`src/rtl/sram_access_ctrl.sv`:
```
// Two-port round-robin arbiter and phase sequencer for one 32-bit SRAM macro (32/16/8-bit access).
// Optional feature macro SRAM_CTRL_ERR_EN: adds rsp_err and rejects conf=11 without macro activity.
module sram_access_ctrl #(
  parameter int unsigned ADDR_W  = 8,
  parameter int unsigned PRE_CYC = 1,
  parameter int unsigned WL_CYC  = 2
) (
  input  logic              clk,
  input  logic              rst,
  input  logic              a_valid,
  output logic              a_ready,
  input  logic              a_we,
  input  logic [1:0]        a_conf,
  input  logic [ADDR_W-1:0] a_addr,
  input  logic [31:0]       a_wdata,
  input  logic              b_valid,
  output logic              b_ready,
  input  logic              b_we,
  input  logic [1:0]        b_conf,
  input  logic [ADDR_W-1:0] b_addr,
  input  logic [31:0]       b_wdata,
  output logic              rsp_valid,
  output logic              rsp_id,
  output logic [31:0]       rsp_rdata,
`ifdef SRAM_CTRL_ERR_EN
  output logic              rsp_err,
`endif
  output logic              sram_pre_en,
  output logic              sram_wl_en,
  output logic              sram_we,
  output logic              sram_sae,
  output logic [ADDR_W-3:0] sram_row,
  output logic [3:0]        sram_bl_mask,
  output logic [31:0]       sram_wdata,
  input  logic [31:0]       sram_rdata
);

  localparam int unsigned     CntW     = 8;
  localparam logic [CntW-1:0] PreLast  = CntW'(PRE_CYC - 1);
  localparam logic [CntW-1:0] WlLast   = CntW'(WL_CYC - 1);
  localparam logic [1:0]      Conf32   = 2'b00;
  localparam logic [1:0]      Conf16   = 2'b01;
  localparam logic [1:0]      Conf8    = 2'b10;
  localparam logic [1:0]      ConfRsvd = 2'b11;

  typedef enum logic [2:0] {StIdle, StPre, StAcc, StSense, StResp} state_e;

  state_e            state_q, state_d;
  logic [CntW-1:0]   cnt_q, cnt_d;
  logic              last_b_q;
  logic              id_q, we_q;
  logic [1:0]        conf_q, sel_q;
  logic [ADDR_W-3:0] row_q;
  logic [31:0]       wdata_q, rdata_q;
`ifdef SRAM_CTRL_ERR_EN
  logic              err_q;
`endif

  logic              grant_a, grant_b, in_idle, accept;
  logic              req_we, req_err;
  logic [1:0]        req_conf, req_eff_conf;
  logic [ADDR_W-1:0] req_addr;
  logic [31:0]       req_wdata;
  logic [3:0]        lane_mask;
  logic [7:0]        rd_byte;
  logic [31:0]       rd_aligned;

  function automatic logic [31:0] replicate(logic [1:0] conf, logic [31:0] d);
    logic [31:0] r;
    unique case (conf)
      Conf8:   r = {4{d[7:0]}};
      Conf16:  r = {2{d[15:0]}};
      default: r = d;
    endcase
    return r;
  endfunction

  // On a tie the requester not served last wins; last_b_q resets to B so A wins first.
  always_comb begin
    in_idle = (state_q == StIdle);
    grant_a = a_valid & (~b_valid | last_b_q);
    grant_b = b_valid & (~a_valid | ~last_b_q);
    a_ready = in_idle & grant_a;
    b_ready = in_idle & grant_b;
    accept  = a_ready | b_ready;
  end

  always_comb begin
    req_we       = b_ready ? b_we    : a_we;
    req_conf     = b_ready ? b_conf  : a_conf;
    req_addr     = b_ready ? b_addr  : a_addr;
    req_wdata    = b_ready ? b_wdata : a_wdata;
    req_eff_conf = (req_conf == ConfRsvd) ? Conf32 : req_conf;
`ifdef SRAM_CTRL_ERR_EN
    req_err      = (req_conf == ConfRsvd);
`else
    req_err      = 1'b0;
`endif
  end

  always_comb begin
    state_d = state_q;
    cnt_d   = cnt_q;
    unique case (state_q)
      StIdle: begin
        if (accept) begin
          cnt_d   = '0;
          state_d = req_err ? StResp : StPre;
        end
      end
      StPre: begin
        if (cnt_q == PreLast) begin
          cnt_d   = '0;
          state_d = StAcc;
        end else begin
          cnt_d = cnt_q + 1'b1;
        end
      end
      StAcc: begin
        if (cnt_q == WlLast) begin
          cnt_d   = '0;
          state_d = we_q ? StResp : StSense;
        end else begin
          cnt_d = cnt_q + 1'b1;
        end
      end
      StSense: state_d = StResp;
      StResp:  state_d = StIdle;
      default: state_d = StIdle;
    endcase
  end

  // Active-low lane enables: a cleared bit selects the lane.
  always_comb begin
    unique case (conf_q)
      Conf16:  lane_mask = sel_q[0] ? 4'b0011 : 4'b1100;
      Conf8:   lane_mask = ~(4'b0001 << sel_q);
      default: lane_mask = 4'b0000;
    endcase
  end

  always_comb begin
    unique case (sel_q)
      2'd0:    rd_byte = sram_rdata[7:0];
      2'd1:    rd_byte = sram_rdata[15:8];
      2'd2:    rd_byte = sram_rdata[23:16];
      default: rd_byte = sram_rdata[31:24];
    endcase
    unique case (conf_q)
      Conf8:   rd_aligned = {24'h0, rd_byte};
      Conf16:  rd_aligned = {16'h0, sel_q[0] ? sram_rdata[31:16] : sram_rdata[15:0]};
      default: rd_aligned = sram_rdata;
    endcase
  end

  always_ff @(posedge clk) begin
    if (rst) begin
      state_q  <= StIdle;
      cnt_q    <= '0;
      last_b_q <= 1'b1;
      id_q     <= 1'b0;
      we_q     <= 1'b0;
      conf_q   <= Conf32;
      sel_q    <= 2'b00;
      row_q    <= '0;
      wdata_q  <= '0;
      rdata_q  <= '0;
`ifdef SRAM_CTRL_ERR_EN
      err_q    <= 1'b0;
`endif
    end else begin
      state_q <= state_d;
      cnt_q   <= cnt_d;
      if (accept) begin
        last_b_q <= b_ready;
        id_q     <= b_ready;
        we_q     <= req_we;
        conf_q   <= req_eff_conf;
        sel_q    <= req_addr[1:0];
        row_q    <= req_addr[ADDR_W-1:2];
        wdata_q  <= replicate(req_eff_conf, req_wdata);
        rdata_q  <= '0;
`ifdef SRAM_CTRL_ERR_EN
        err_q    <= req_err;
`endif
      end
      if (state_q == StSense) begin
        rdata_q <= rd_aligned;
      end
    end
  end

  always_comb begin
    sram_pre_en  = (state_q == StPre);
    sram_wl_en   = (state_q == StAcc);
    sram_we      = (state_q == StAcc) & we_q;
    sram_sae     = (state_q == StSense);
    sram_bl_mask = (state_q == StAcc) ? lane_mask : 4'b1111;
    sram_row     = row_q;
    sram_wdata   = wdata_q;
    rsp_valid    = (state_q == StResp);
    rsp_id       = rsp_valid & id_q;
    rsp_rdata    = rsp_valid ? rdata_q : 32'h0;
`ifdef SRAM_CTRL_ERR_EN
    rsp_err      = rsp_valid & err_q;
`endif
  end

endmodule

```
`config.mk`:
```
export PLATFORM = sky130hd
export DESIGN_NAME = sram_access_ctrl
export DESIGN_NICKNAME = d
export VERILOG_FILES = /design/src/rtl/sram_access_ctrl.sv
export SDC_FILE = /design/constraint.sdc
export NUM_CORES = 1
export LEC_CHECK = 0
export ABC_CLOCK_PERIOD_IN_PS = 3400
export BUFFER_PORTS_ARGS = -buffer_cell sky130_fd_sc_hd__buf_2
export CORE_MARGIN = 10
export CORE_UTILIZATION = 30
export CTS_BUF_LIST = sky130_fd_sc_hd__clkbuf_8
export DETAILED_ROUTE_END_ITERATION = 10
export PLACE_DENSITY = 0.57
export SLEW_MARGIN = 20
export SYNTH_ARGS = -nofsm -noshare
export SYNTH_HDL_FRONTEND = slang
export SYNTH_SLANG_ARGS = --single-unit
```
`constraint.sdc`:
```
create_clock -name clk -period 3.4 [get_ports clk]
set_clock_uncertainty 0.1 [all_clocks]
set_input_delay 0.34 -clock clk [delete_from_list [all_inputs] [get_ports clk]]
set_output_delay 0.34 -clock clk [all_outputs]
set_load 0.01 [all_outputs]
```
# --- Word-level counts from Yosys, hierarchy flattened ---
# Cells that the tools add are included.
totals:
  input_bits: 122
  out_inout_bits: 82
  reg_bits: 88
  word_cells: 71
op_classes:
  eq_ne: 15
  n_bitwise: 13
  addsub: 1
  reduce_logical: 7
  mux: 24
  shift: 1
op_table:
  columns: ["cell", "count"]
  rows:
  - ["32-bit 2-to-1 mux", 4]
  - ["32-bit one-hot mux with 2 select lines", 2]
  - ["8-bit one-hot mux with 3 select lines", 2]
  - ["8-bit 2-to-1 mux", 4]
  - ["16-bit 2-to-1 mux", 1]
  - ["3-bit 2-to-1 mux", 4]
  - ["3-bit one-hot mux with 4 select lines", 1]
  - ["8-bit by 1-bit adder with 8-bit output (second input constant)", 1]
  - ["2-bit == test (second input constant)", 4]
  - ["8-bit by 1-bit == test with 1-bit output (second input constant)", 1]
  - ["8-bit logical NOT", 1]
  - ["4-bit 2-to-1 mux", 2]
  - ["4-bit one-hot mux with 2 select lines", 1]
  - ["1-bit bitwise AND", 6]
  - ["2-bit by 1-bit == test with 1-bit output (second input constant)", 3]
  - ["3-bit by 2-bit == test with 1-bit output (second input constant)", 2]
  - ["2-bit by 1-bit != test with 1-bit output (second input constant)", 3]
  - ["2-bit 2-to-1 mux", 2]
  - ["4-bit NOT", 1]
  - ["1-bit by 2-bit left shift with 4-bit output (first input constant)", 1]
  - ["3-bit by 1-bit == test with 1-bit output (second input constant)", 1]
  - ["3-bit == test (second input constant)", 1]
  - ["3-bit logical NOT", 1]
  - ["1-bit NOT", 3]
  - ["7 further kinds", 9]

# --- Depth between registers and ports, before layout ---
# Gate-level depths: netlist of run 1.
depth:
  word_depth: 9
  depth_mapped: 15
  ltp_nobuf: 10

# --- Worst setup path before layout of run 1 ---
# No wires, ideal clock.
synth_timing:
  path_type: "reg2reg"
  start: "reg state_q[2]"
  end: "reg wdata_q[10], in the netlist sram_wdata[10]"
  period_less_slack_ns: 3.014
  arrival_ns: 2.855
  stages_incl_launch_ff: 16
  n_path_buf: 5
  required_ns: 3.241
  setup_time_ns: 0.059
  slack_ns: 0.386
  cell_sequence: "dfxtp_1 > buf_6 > nor3_1 > buf_2 > nand2_1 > buf_2 > inv_1 > mux2i_1 > inv_1 > ha_1 > clkbuf_1 > clkbuf_1 > a221o_1 > nor3_1 > a211oi_1 > a22o_1"
synth_between:
  elab_chain_len: 7
  word_cells_on_any_way: 11
synth_lines:
  columns: ["element", "line_no", "rtl"]
  rows:
  - ["start, declared", "48", "state_e state_q, state_d;"]
  - ["start signal, assigned", "158", "state_q <= StIdle;"]
  - ["start signal, assigned", "172", "state_q <= state_d;"]
  - ["3-bit logical NOT *", "80", "in_idle = (state_q == StIdle);"]
  - ["1-bit bitwise AND *", "84", "b_ready = in_idle & grant_b;"]
  - ["via b_ready", "17", "output logic b_ready,"]
  - ["2-bit 2-to-1 mux", "90", "req_conf = b_ready ? b_conf : a_conf;"]
  - ["2-bit == test", "93", "req_eff_conf = (req_conf == ConfRsvd) ? Conf32 : req_conf;"]
  - ["2-bit 2-to-1 mux", "93", null]
  - ["2-bit by 1-bit == test with 1-bit output or 2-bit == test (tied branches)", "70", "unique case (conf)"]
  - ["32-bit one-hot mux with 2 select lines", "70", null]
  - ["end signal, assigned", "181", "wdata_q <= replicate(req_eff_conf, req_wdata);"]
  - ["end, declared", "54", "logic [31:0] wdata_q, rdata_q;"]
# The timed path passes the listed nets; every way through them passes the cells marked *.
# A chain may end at the register's enable or synchronous reset.

# --- Final worst setup path of run 1 ---
layout_timing:
  start: "reg state_q[2]"
  end: "reg wdata_q[23], in the netlist sram_wdata[23]"
layout_between:
  elab_chain_len: 7
  word_cells_on_any_way: 11
layout_lines:
  columns: ["element", "line_no", "rtl"]
  rows:
  - ["3-bit logical NOT *", "80", null]
  - ["1-bit bitwise AND *", "84", null]
  - ["2-bit 2-to-1 mux *", "90", null]
  - ["2-bit == test", "93", null]
  - ["2-bit 2-to-1 mux *", "93", null]
  - ["via req_eff_conf[0]", "61", "logic [1:0] req_conf, req_eff_conf;"]
  - ["2-bit by 1-bit == test with 1-bit output or 2-bit == test (tied branches)", "70", null]
  - ["32-bit one-hot mux with 2 select lines *", "70", null]
# Marks and branches as above.

==> results of run 1 <==
## layer usage
metal / routed length [um] / global-route usage
met4: 361 / 0.05685
met1: 9052 / 0.2082
met3: 1155 / 0.04347
met5: 13 / 0
met2: 8821 / 0.2459
## logic make-up after synthesis
kind of cell               after synthesis
muxes                                   27
buffers and inverters                   75
AOI/OAI and AO/OA                      194
and+or+nand+nor                        235
xor gates and xnor gates                 7
DFF                                     88
adders and majority gates                7
## sequential cells by signal, summed over array words and instances (netlist names), 2 cells and up
signal,flops
sram_row,6
cnt_q,8
conf_q,2
rdata_q,32
state_q,3
sel_q,2
sram_wdata,32
## final timing paths
path | slack [ps] | to | start | depth (start not counted)
worst min-delay path | 120 | rdata_q[30]$_SDFFE_PP0P_ | sram_rdata[30] | 3
worst min register to register | 360 | rdata_q[10]$_SDFFE_PP0P_ | rdata_q[10]$_SDFFE_PP0P_ | 2
worst max register to register | 510 | sram_wdata[23]$_SDFFE_PP0P_ | state_q[2]$_SDFFE_PP0P_ | 10
worst max-delay path | 510 | sram_wdata[23]$_SDFFE_PP0P_ | state_q[2]$_SDFFE_PP0P_ | 10
## cell type report
cell class | instances | area [um2]
Multi-Input combinational cell | 470 | 3161
Clock inverter | 7 | 55.05
Inverter | 13 | 48.80
Fill cell | 1875 | 10630
Sequential cell | 88 | 1762
Tap cell | 225 | 281.5
Clock buffer | 9 | 123.9
Timing Repair Buffer | 216 | 1114
## power by group through the flow
stage	logic, mW	clock network, mW	registers, mW
after floorplan	1.06	0	1.37
after global placement	1.60	0	1.35
after detailed placement	1.61	0	1.35
after CTS	1.61	0.726	1.33
after global routing	1.77	0.768	1.35
final	1.60	0.699	1.33
## worst max-delay path, cell delays in order, from the launching register on
cell     delay, ps
dfxtp_1        410
nor3_2         230
nand2_1         90
buf_4          190
inv_1          110
mux2i_1        240
ha_1           620
nor2_1         150
nor4_4         380
o21ai_1        170
a21oi_1        140
## layout by cell type (no fill, tap or decap), types with 25 or more instances in the layout
cell and n:
a211oi_1 27, a21oi_1 32, a22oi_1 25, and2_1 36
buf_2 203, dfxtp_1 88, nand2_1 27, nand3_1 46
nor2_1 48, nor3_1 26, o21ai_0 27
==> out/metrics.csv, run 1 <==
stage,metric,value,unit
logic_synthesis,synth_edf_count,0,
route,via_count,5401,
floorplanning,core-area,17180,um2
logic_synthesis,synth_compound_area_frac,0.2634,
cts,clockRootBuffer,clkbuf_8,
timing,tightest_slew,857.8,ps
floorplanning,rows,48,
logic_synthesis,netlist.top_cell.by_area,dfxtp_1,
setup_path,required,3620,ps
setup_path,worst_ep_arrival_time,3110,ps
logic_synthesis,ys_seq_area_frac,0.3375,
power_and_ir_drop,swShare,0.4233,
floorplanning,die_h,151.9,um
timing,rsz0062_at_grt,no,
power_and_ir_drop,p_int,2.091,mW
logic_synthesis,synth_area,5220,um2
timing,slew_viol_final,0,
global_routing,grt_pass1_vias,5382,
global_routing,antenna_found_initial,1,
route,drt_iter0_markers,338,
global_routing,grt_overflow,0,
floorplanning,dieArea,23080,um2
power_and_ir_drop,ir_worst_vdd,0.3218,mV
timing,finalCriticalPeriod,2891,ps
setup_path,worstSetupPathType,register to register,
floorplanning,die_w,151.9,um
route,wl,19400,um
logic_synthesis,postSynth.asyncResetShare,0,
floorplanning,pin_count,204,
finish,drive_gt1_frac,0.3238,
logic_synthesis,syn_inst,633,
timing,holdWs,119.0,ps
logic_synthesis,ys_ff_latch,88,
logic_synthesis,synth.distinct_cells,51,
power_and_ir_drop,power_frac_seq,0.367,
timing,fmax,345.9,MHz
min_path,min_path_type,input pin to register,
global_routing,gr-usage-all-layers,0.1593,
cts,path_clk_slew,100,ps
route,post-route-drc-count,0,
timing,fin_ws,508.9,ps
finish,area_growth,25.38,%
route,wl_per_cell,18.88,um
timing,final-hold-violation-count,0,
logic_synthesis,synth_nets,762,
finish,final_cell_count_no_fill,1028,
cts,cts_sinks,88,
setup_path,worstPathMaxFanout,18,
cts,htreeDepth,3,
place,place_congestion,0.8774,
cts,cts_buffer_depth,2,
logic_synthesis,synthFlopType,dfxtp_1,
global_routing,grt_max_degree,64,
power_and_ir_drop,net-switching-power,1.535,mW
floorplanning,start_util,0.3039,
cts,cts_resized,0,
place,post-place-cells,1012,
logic_synthesis,synth_most_common_cell,dfxtp_1,
logic_synthesis,synth_mux_area_frac,0.07287,
power_and_ir_drop,p_leak,2.870,nW
power_and_ir_drop,comb_power_share,0.440,
timing,period_share,0.8503,
setup_path,cp-end-kind,register,
global_routing,grt_pass1_wl,30510,um
logic_synthesis,yosys.area_share.adder,0.01678,
status,outcome,completed,
cts,cts_hold_buf,0,
cts,postCtsSetupBuffers,0,
finish,fin_nets,927,
logic_synthesis,synthTopCellsByCount,"dfxtp_1, nor2_1, nand3_1",
finish,antennaDiodeCount,0,
power_and_ir_drop,finalPower,3.626,mW
place,place.port_buffers,203,
logic_synthesis,synth_top_family_by_area,compound AO/OA/AOI/OAI gates,
logic_synthesis,syn_area_per_cell,8.246,um2
finish,final_cell_area,6545,um2
flow_run,maxCapViolCount,0,
logic_synthesis,synth_simple_gate_area_share,0.2375,
timing,setup_violations,0,
route,postRouteAntennaNets,0,
setup_path,startpoint_type,register,
finish,utilization,0.3810,
logic_synthesis,synth_area_leaders,"dfxtp_1, nand3_1, and2_1, a22o_1, a211oi_1",
place,pre_cts_slack,502.4,ps
cts,clk_latency,380,ps
logic_synthesis,synth_xor_xnor_area_share,0.01174,
place,place_area,6364,um2
place,hpwl,14350,um
logic_synthesis,yosysWarnings,0,
route,routed_via_density,5.254,
timing,relSlewSlack,0.4281,
cts,cts_tree,built,
logic_synthesis,netlist.area_leader.share,0.3375,
timing,fin_setup_tns,0,ps
power_and_ir_drop,p_clk_frac,0.193,
power_and_ir_drop,powerDensity,554.1,nW/um2
cts,numCtsBuffers,9,
route,drtPass1Iterations,7,
No activity file was read; power rests on OpenSTA's default activity.
==> inputs of run 2 (changes only) <==
Settings changed: CORE_UTILIZATION 30 to 51, PLACE_DENSITY 0.57 to 0.86.
==> run 2 against run 1 <==
Sequential power hardly changed. Global-route usage is 8.3 points higher. Sequential cell count did not move. Total power up 5.1%. Hold slack better by 16 ps. Combinational power about the same. Wire length decreased by 4.0%. Critical path depth up 1. Final cell count down 9.1%. Core utilization increased by 28 points. Sequential share of layout area up 0.28 points. Highest routed layer is now met4.
==> out/metrics.csv, run 2 (synthesized netlist as in run 1, its figures left out) <==
stage,metric,value,unit,change
status,outcome,completed,,
global_routing,grt_pass1_vias,5551,,+3.1%
min_path,min_path_type,input pin to register,,
cts,clockRootBuffer,clkbuf_8,,
route,drtPass1Iterations,7,,unchanged
min_path,whs_path_depth,3,,unchanged
route,postRouteAntennaNets,0,,unchanged
global_routing,gr-usage-all-layers,0.2419,,+0.08261
timing,fin_setup_tns,0,ps,unchanged
finish,fin_nets,926,,-0.11%
power_and_ir_drop,net-switching-power,1.494,mW,-2.7%
setup_path,worstPathMaxFanout,34,,+16
finish,fill_cells,849,,-55%
route,routed_via_density,6.108,,+16%
setup_path,r2r-end,sram_wdata[30]$_SDFFE_PP0P_,,
setup_path,startpoint_type,register,,
min_path,min_to,rdata_q[24]$_SDFFE_PP0P_,,
finish,final_common_cell,buf_2,,
floorplanning,die_h,121.2,um,-20%
timing,holdWs,135.4,ps,+16.40 ps
global_routing,antenna_found_initial,0,,-1
setup_path,reg2reg_setup_slack,400,ps,-110 ps
floorplanning,pin_count,204,,unchanged
timing,fmax,333.0,MHz,-3.7%
timing,relSlewSlack,0.4722,,+0.04410
cts,numCtsBuffers,9,,unchanged
cts,postCtsSetupBuffers,0,,unchanged
finish,final_cell_mix,"buf_2, dfxtp_1, nor2_1",,
place,place.port_buffers,203,,unchanged
setup_path,required,3570,ps,-50 ps
place,place_congestion,0.9610,,+9.5%
finish,multiInputGateArea,3161,um2,unchanged
finish,regArea,1762,um2,unchanged
cts,cts_sinks,88,,unchanged
finish,drive_gt1_frac,0.3196,,-0.004185
floorplanning,dieArea,14680,um2,-36%
route,post-route-drc-count,0,,unchanged
power_and_ir_drop,p_leak,2.904,nW,+1.2%
finish,final_cell_area,6479,um2,-1.0%
power_and_ir_drop,ir_worst_vdd,0.3259,mV,+1.3%
route,via_count,5705,,+5.6%
timing,final-hold-violation-count,0,,unchanged
timing,finalCriticalPeriod,3003,ps,+111.6 ps
place,pre_cts_slack,363.3,ps,-139.1 ps
finish,area_growth,24.11,%,
global_routing,grt_max_degree,61,,-4.7%
cts,cts_resized,0,,unchanged
timing,rsz0062_at_grt,no,,
floorplanning,rows,36,,-25%
power_and_ir_drop,p_clk_frac,0.233,,+0.040
global_routing,grt_pass1_wl,29050,um,-4.8%
setup_path,cp-startpoint,state_q[2]$_SDFFE_PP0P_,,
power_and_ir_drop,comb_power_share,0.417,,-0.023
floorplanning,die_w,121.2,um,-20%
route,drt_iter0_markers,705,,+110%
route,wl,18630,um,-4.0%
setup_path,rr_startpoint,state_q[2]$_SDFFE_PP0P_,,
cts,path_clk_slew,80,ps,-20 ps
timing,period_share,0.8831,,+0.03282
power_and_ir_drop,power_frac_seq,0.349,,-0.018
timing,setup_violations,0,,unchanged
timing,fin_ws,397.3,ps,-111.6 ps
min_path,hp-start,sram_rdata[24],,
setup_path,worstSetupPathType,register to register,,
global_routing,grt_overflow,0,,unchanged
setup_path,worst_r2r_path_depth,11,,+1
cts,cts_tree,built,,
power_and_ir_drop,swShare,0.3921,,-0.03120
flow_run,maxCapViolCount,0,,unchanged
place,place_area,6241,um2,-1.9%
cts,htreeDepth,3,,unchanged
setup_path,cp-end-kind,register,,
finish,antennaDiodeCount,0,,unchanged
cts,cts_hold_buf,0,,unchanged
route,wl_per_cell,19.94,um,+5.6%
timing,slew_viol_final,0,,unchanged
power_and_ir_drop,powerDensity,588.2,nW/um2,+6.2%
power_and_ir_drop,p_int,2.317,mW,+11%
timing,tightest_slew,791.6,ps,-66.15 ps
floorplanning,start_util,0.5292,,+0.2253
place,hpwl,14080,um,-1.9%
floorplanning,core-area,9864,um2,-43%
setup_path,worst_ep_arrival_time,3170,ps,+60 ps
cts,cts_buffer_depth,2,,unchanged
cts,clk_latency,380,ps,about the same
[run 2: cell count changes in the layout (fill, tap and decap cells not counted), sizes merged]
| cell | before | now |
|---|---|---|
| clkbuf | 9 | 10 |
| clkinvlp | 2 | 0 |
| bufinv | 0 | 3 |
| clkinv | 4 | 1 |
| buf | 216 | 215 |
[run 2: final cells by class]
| class | count | share of cell area |
|---|---|---|
| Inverter | 13 | 0.007532 |
| Tap cell | 133 | 0.02569 |
| Clock buffer | 10 | 0.02124 |
| Multi-Input combinational cell | 470 | 0.4878 |
| Timing Repair Buffer | 215 | 0.1707 |
| Sequential cell | 88 | 0.2719 |
| Clock inverter | 5 | 0.01506 |
[run 2: layer usage]
metal,vias to the layer above,share of wire,GRT usage
met5,-,0,0
li1,2663,-,-
met2,330,0.48,0.3942
met4,0,0.019,0.08867
met3,34,0.11,0.08190
met1,2678,0.39,0.2895
[run 2: worst max path at each step]
stage                                        to  slack (ps)
floorplan           sram_wdata[10]$_SDFFE_PP0P_         390
global placement    sram_wdata[13]$_SDFFE_PP0P_         480
detailed placement  sram_wdata[30]$_SDFFE_PP0P_         360
CTS                 sram_wdata[30]$_SDFFE_PP0P_         400
global route        sram_wdata[10]$_SDFFE_PP0P_         130
finish              sram_wdata[30]$_SDFFE_PP0P_         400
[run 2: critical path, cell delays in order, from the launching register on]
cell      delay [ps]
dfxtp_1          410
nor3_2           230
nand2_1          310
inv_1            220
mux2i_1          250
inv_1             60
ha_1             270
buf_4            240
a221o_1          290
nor3_1           180
a211oi_1         100
a22o_1           240
[run 2: power by group through the flow]
stage                     Clock [mW]  Sequential (mW)  Combinational [mW]
after detailed placement           0             1.35                1.57
after global routing           0.930             1.35                1.75
final                          0.890             1.33                1.59
after floorplan                    0             1.37                1.06
after global placement             0             1.34                1.53
after CTS                      0.886             1.33                1.57
[run 2: per-stage QoR]
stage | util | instances | power, mW
global route | 0.6568 | 934 | 4.026
floorplan | - | 633 | 2.426
CTS | 0.6565 | 934 | 3.786
detailed placement | 0.6327 | 919 | 2.916
finish | 0.6568 | 934 | 3.811
global placement | 0.6327 | 919 | 2.873
==> inputs of run 3 (changes only) <==
Settings changed: ABC_AREA from default to 1, ABC_CLOCK_PERIOD_IN_PS 3400 to 3900, CORE_UTILIZATION 51 to 56, PLACE_DENSITY 0.86 to 0.92.
Clock period 3.4 ns to 3.9 ns, I/O delays scaled along.
==> run 3 against run 2 <==
Critical path depth unchanged. Largest cell class unchanged. Final cell count grew 31%. Worst setup slack better by 530 ps. Critical endpoint is now sram_wdata[20]$_SDFFE_PP0P_.
==> out/metrics.csv, run 3 <==
stage,metric,value,unit,change
global_routing,antenna_found_initial,0,,unchanged
route,via_count,6465,,+13%
logic_synthesis,synth_nets,1051,,+38%
global_routing,grt_pass1_wl,29480,um,+1.5%
floorplanning,rows,36,,unchanged
timing,fin_setup_tns,0,ps,unchanged
floorplanning,die_w,120.2,um,-0.83%
floorplanning,die_h,120.2,um,-0.83%
flow_run,maxCapViolCount,0,,unchanged
logic_synthesis,postSynth.asyncResetShare,0,,unchanged
logic_synthesis,synth_area,5619,um2,+7.6%
cts,cts_tree,built,,
timing,fin_ws,925.6,ps,+528.3 ps
logic_synthesis,netlist.top_cell.by_area,dfxtp_1,,
floorplanning,dieArea,14440,um2,-1.6%
setup_path,cp-end-kind,register,,
global_routing,grt_max_degree,61,,unchanged
timing,setup_violations,0,,unchanged
cts,cts_buffer_depth,2,,unchanged
route,wl,18220,um,-2.2%
setup_path,startpoint_type,register,,
floorplanning,pin_count,204,,unchanged
status,outcome,completed,,
logic_synthesis,yosysWarnings,0,,unchanged
route,wl_per_cell,14.83,um,-26%
timing,finalCriticalPeriod,2974,ps,-28.32 ps
logic_synthesis,ys_seq_area_frac,0.3135,,-0.02397
cts,clockRootBuffer,clkbuf_8,,
global_routing,grt_pass1_vias,6064,,+9.2%
setup_path,worst_ep_arrival_time,3170,ps,about the same
route,drt_iter0_markers,650,,-7.8%
cts,cts_hold_buf,0,,unchanged
place,pre_cts_slack,847.8,ps,+484.5 ps
place,place_congestion,0.9557,,-0.55%
cts,numCtsBuffers,9,,unchanged
cts,htreeDepth,3,,unchanged
logic_synthesis,syn_inst,922,,+46%
finish,final_cell_mix,"nand2_1, buf_2, inv_1",,
power_and_ir_drop,p_leak,3.428,nW,+18%
power_and_ir_drop,powerDensity,614.7,nW/um2,+4.5%
finish,drive_gt1_frac,0.2338,,-0.08581
place,hpwl,13700,um,-2.7%
route,postRouteAntennaNets,0,,unchanged
logic_synthesis,synthFlopType,dfxtp_1,,
cts,postCtsSetupBuffers,0,,unchanged
logic_synthesis,netlist.area_leader.share,0.3135,,-0.02397
timing,slew_viol_final,0,,unchanged
place,place.port_buffers,203,,unchanged
timing,final-hold-violation-count,0,,unchanged
timing,rsz0062_at_grt,no,,
logic_synthesis,ys_ff_latch,88,,unchanged
floorplanning,start_util,0.5749,,+0.04571
min_path,min_path_type,input pin to register,,
route,post-route-drc-count,0,,unchanged
finish,final_common_cell,nand2_1,,
finish,fin_nets,1219,,+32%
power_and_ir_drop,finalPower,4.134,mW,+8.5%
timing,holdWs,198.2,ps,+62.80 ps
timing,relSlewSlack,0.3047,,-0.1675
cts,cts_resized,0,,unchanged
logic_synthesis,synth_area_leaders,"dfxtp_1, nand2_1, inv_1, nand3_1, a21oi_1",,
route,drtPass1Iterations,6,,-1
finish,antennaDiodeCount,0,,unchanged
cts,path_clk_slew,90,ps,about the same
global_routing,grt_overflow,0,,unchanged
logic_synthesis,synth_most_common_cell,nand2_1,,
logic_synthesis,syn_area_per_cell,6.095,um2,-26%
setup_path,worstSetupPathType,register to register,,
cts,clk_latency,340,ps,-40 ps
cts,cts_sinks,88,,unchanged
setup_path,worstPathMaxFanout,26,,-24%
finish,utilization,0.6880,,+0.03127
logic_synthesis,synthTopCellsByCount,"nand2_1, inv_1, nand3_1",,
setup_path,required,4100,ps,+530 ps
timing,period_share,0.7627,,-0.1205
logic_synthesis,synth_edf_count,0,,unchanged
logic_synthesis,synth.distinct_cells,35,,-31%
timing,tightest_slew,1042,ps,+250.1 ps
floorplanning,core-area,9774,um2,-0.91%
global_routing,gr-usage-all-layers,0.2426,,+0.0006850
finish,area_growth,19.68,%,
route,routed_via_density,5.265,,-14%
power_and_ir_drop,ir_worst_vdd,0.3622,mV,+11%
timing,fmax,336.2,MHz,+0.95%
## run 3: cell count changes after synthesis, sizes merged, moves of 17 or more
cell / delta
a21oi: +54
inv: +125
nand3: +45
nor2: +27
o21ai: +25
a22oi: -24
a22o: -24
nand2: +260
clkbuf: -17
a211oi: -27
nor3: -24
and2: -36
## run 3: path summary, 6_finish.rpt
kind	start	endpoint	slack [ps]	cells past startpoint
setup / recovery	state_q[0]$_SDFFE_PP0P_	sram_wdata[20]$_SDFFE_PP0P_	930	11
hold / removal	sram_rdata[25]	rdata_q[25]$_SDFFE_PP0P_	200	3
hold reg to reg	rdata_q[11]$_SDFFE_PP0P_	rdata_q[11]$_SDFFE_PP0P_	370	2
setup reg to reg	state_q[0]$_SDFFE_PP0P_	sram_wdata[20]$_SDFFE_PP0P_	930	11
## run 3: power by group
part	internal, mW	total [mW]	leakage, nW	switching (mW)
combinational	0.696	2.21	2.61	1.52
sequential	1.11	1.28	0.718	0.172
clock	0.298	0.637	0.0974	0.340
total	2.10	4.13	3.43	2.03
## run 3: cell type report
class	instances	area (um2)
Timing Repair Buffer	208	1054
Fill cell	938	3049
Clock inverter	7	71.32
Sequential cell	88	1762
Inverter	140	525.5
Multi-Input combinational cell	643	3023
Clock buffer	9	123.9
Tap cell	133	166.4
## run 3: routing by layer
| metal | part of all wire | routed length (um) | track usage |
|---|---|---|---|
| met1 | 0.40 | 7298 | 0.2992 |
| met2 | 0.46 | 8299 | 0.3975 |
| met3 | 0.12 | 2107 | 0.06887 |
| met4 | 0.028 | 510 | 0.08371 |
| met5 | 0 | 0 | 0 |
## run 3: worst max-delay path, cell delays in order, from the launching register on
cell	delay (ps)
dfxtp_1	440
inv_2	120
nand2_4	280
nor2_8	40
or2_2	270
o21ai_1	100
ha_1	580
nor2_1	590
nand3_1	160
nand3_1	110
nand2_1	60
inv_1	60
## run 3: per-stage QoR
step,instance area [um2],std cells
6_report,6725,1228
5_1_grt,6725,1228
4_1_cts,6725,1228
3_5_place_dp,6530,1212
3_3_place_gp,6530,1212
2_1_floorplan,5619,922
## run 3: cells by family after synthesis
family | after synthesis | share of synthesized area
flops | 88 | 0.3135
simple gates | 471 | 0.3592
buf+inv | 191 | 0.1485
compound gates | 165 | 0.1632
fa+ha+maj | 7 | 0.01559
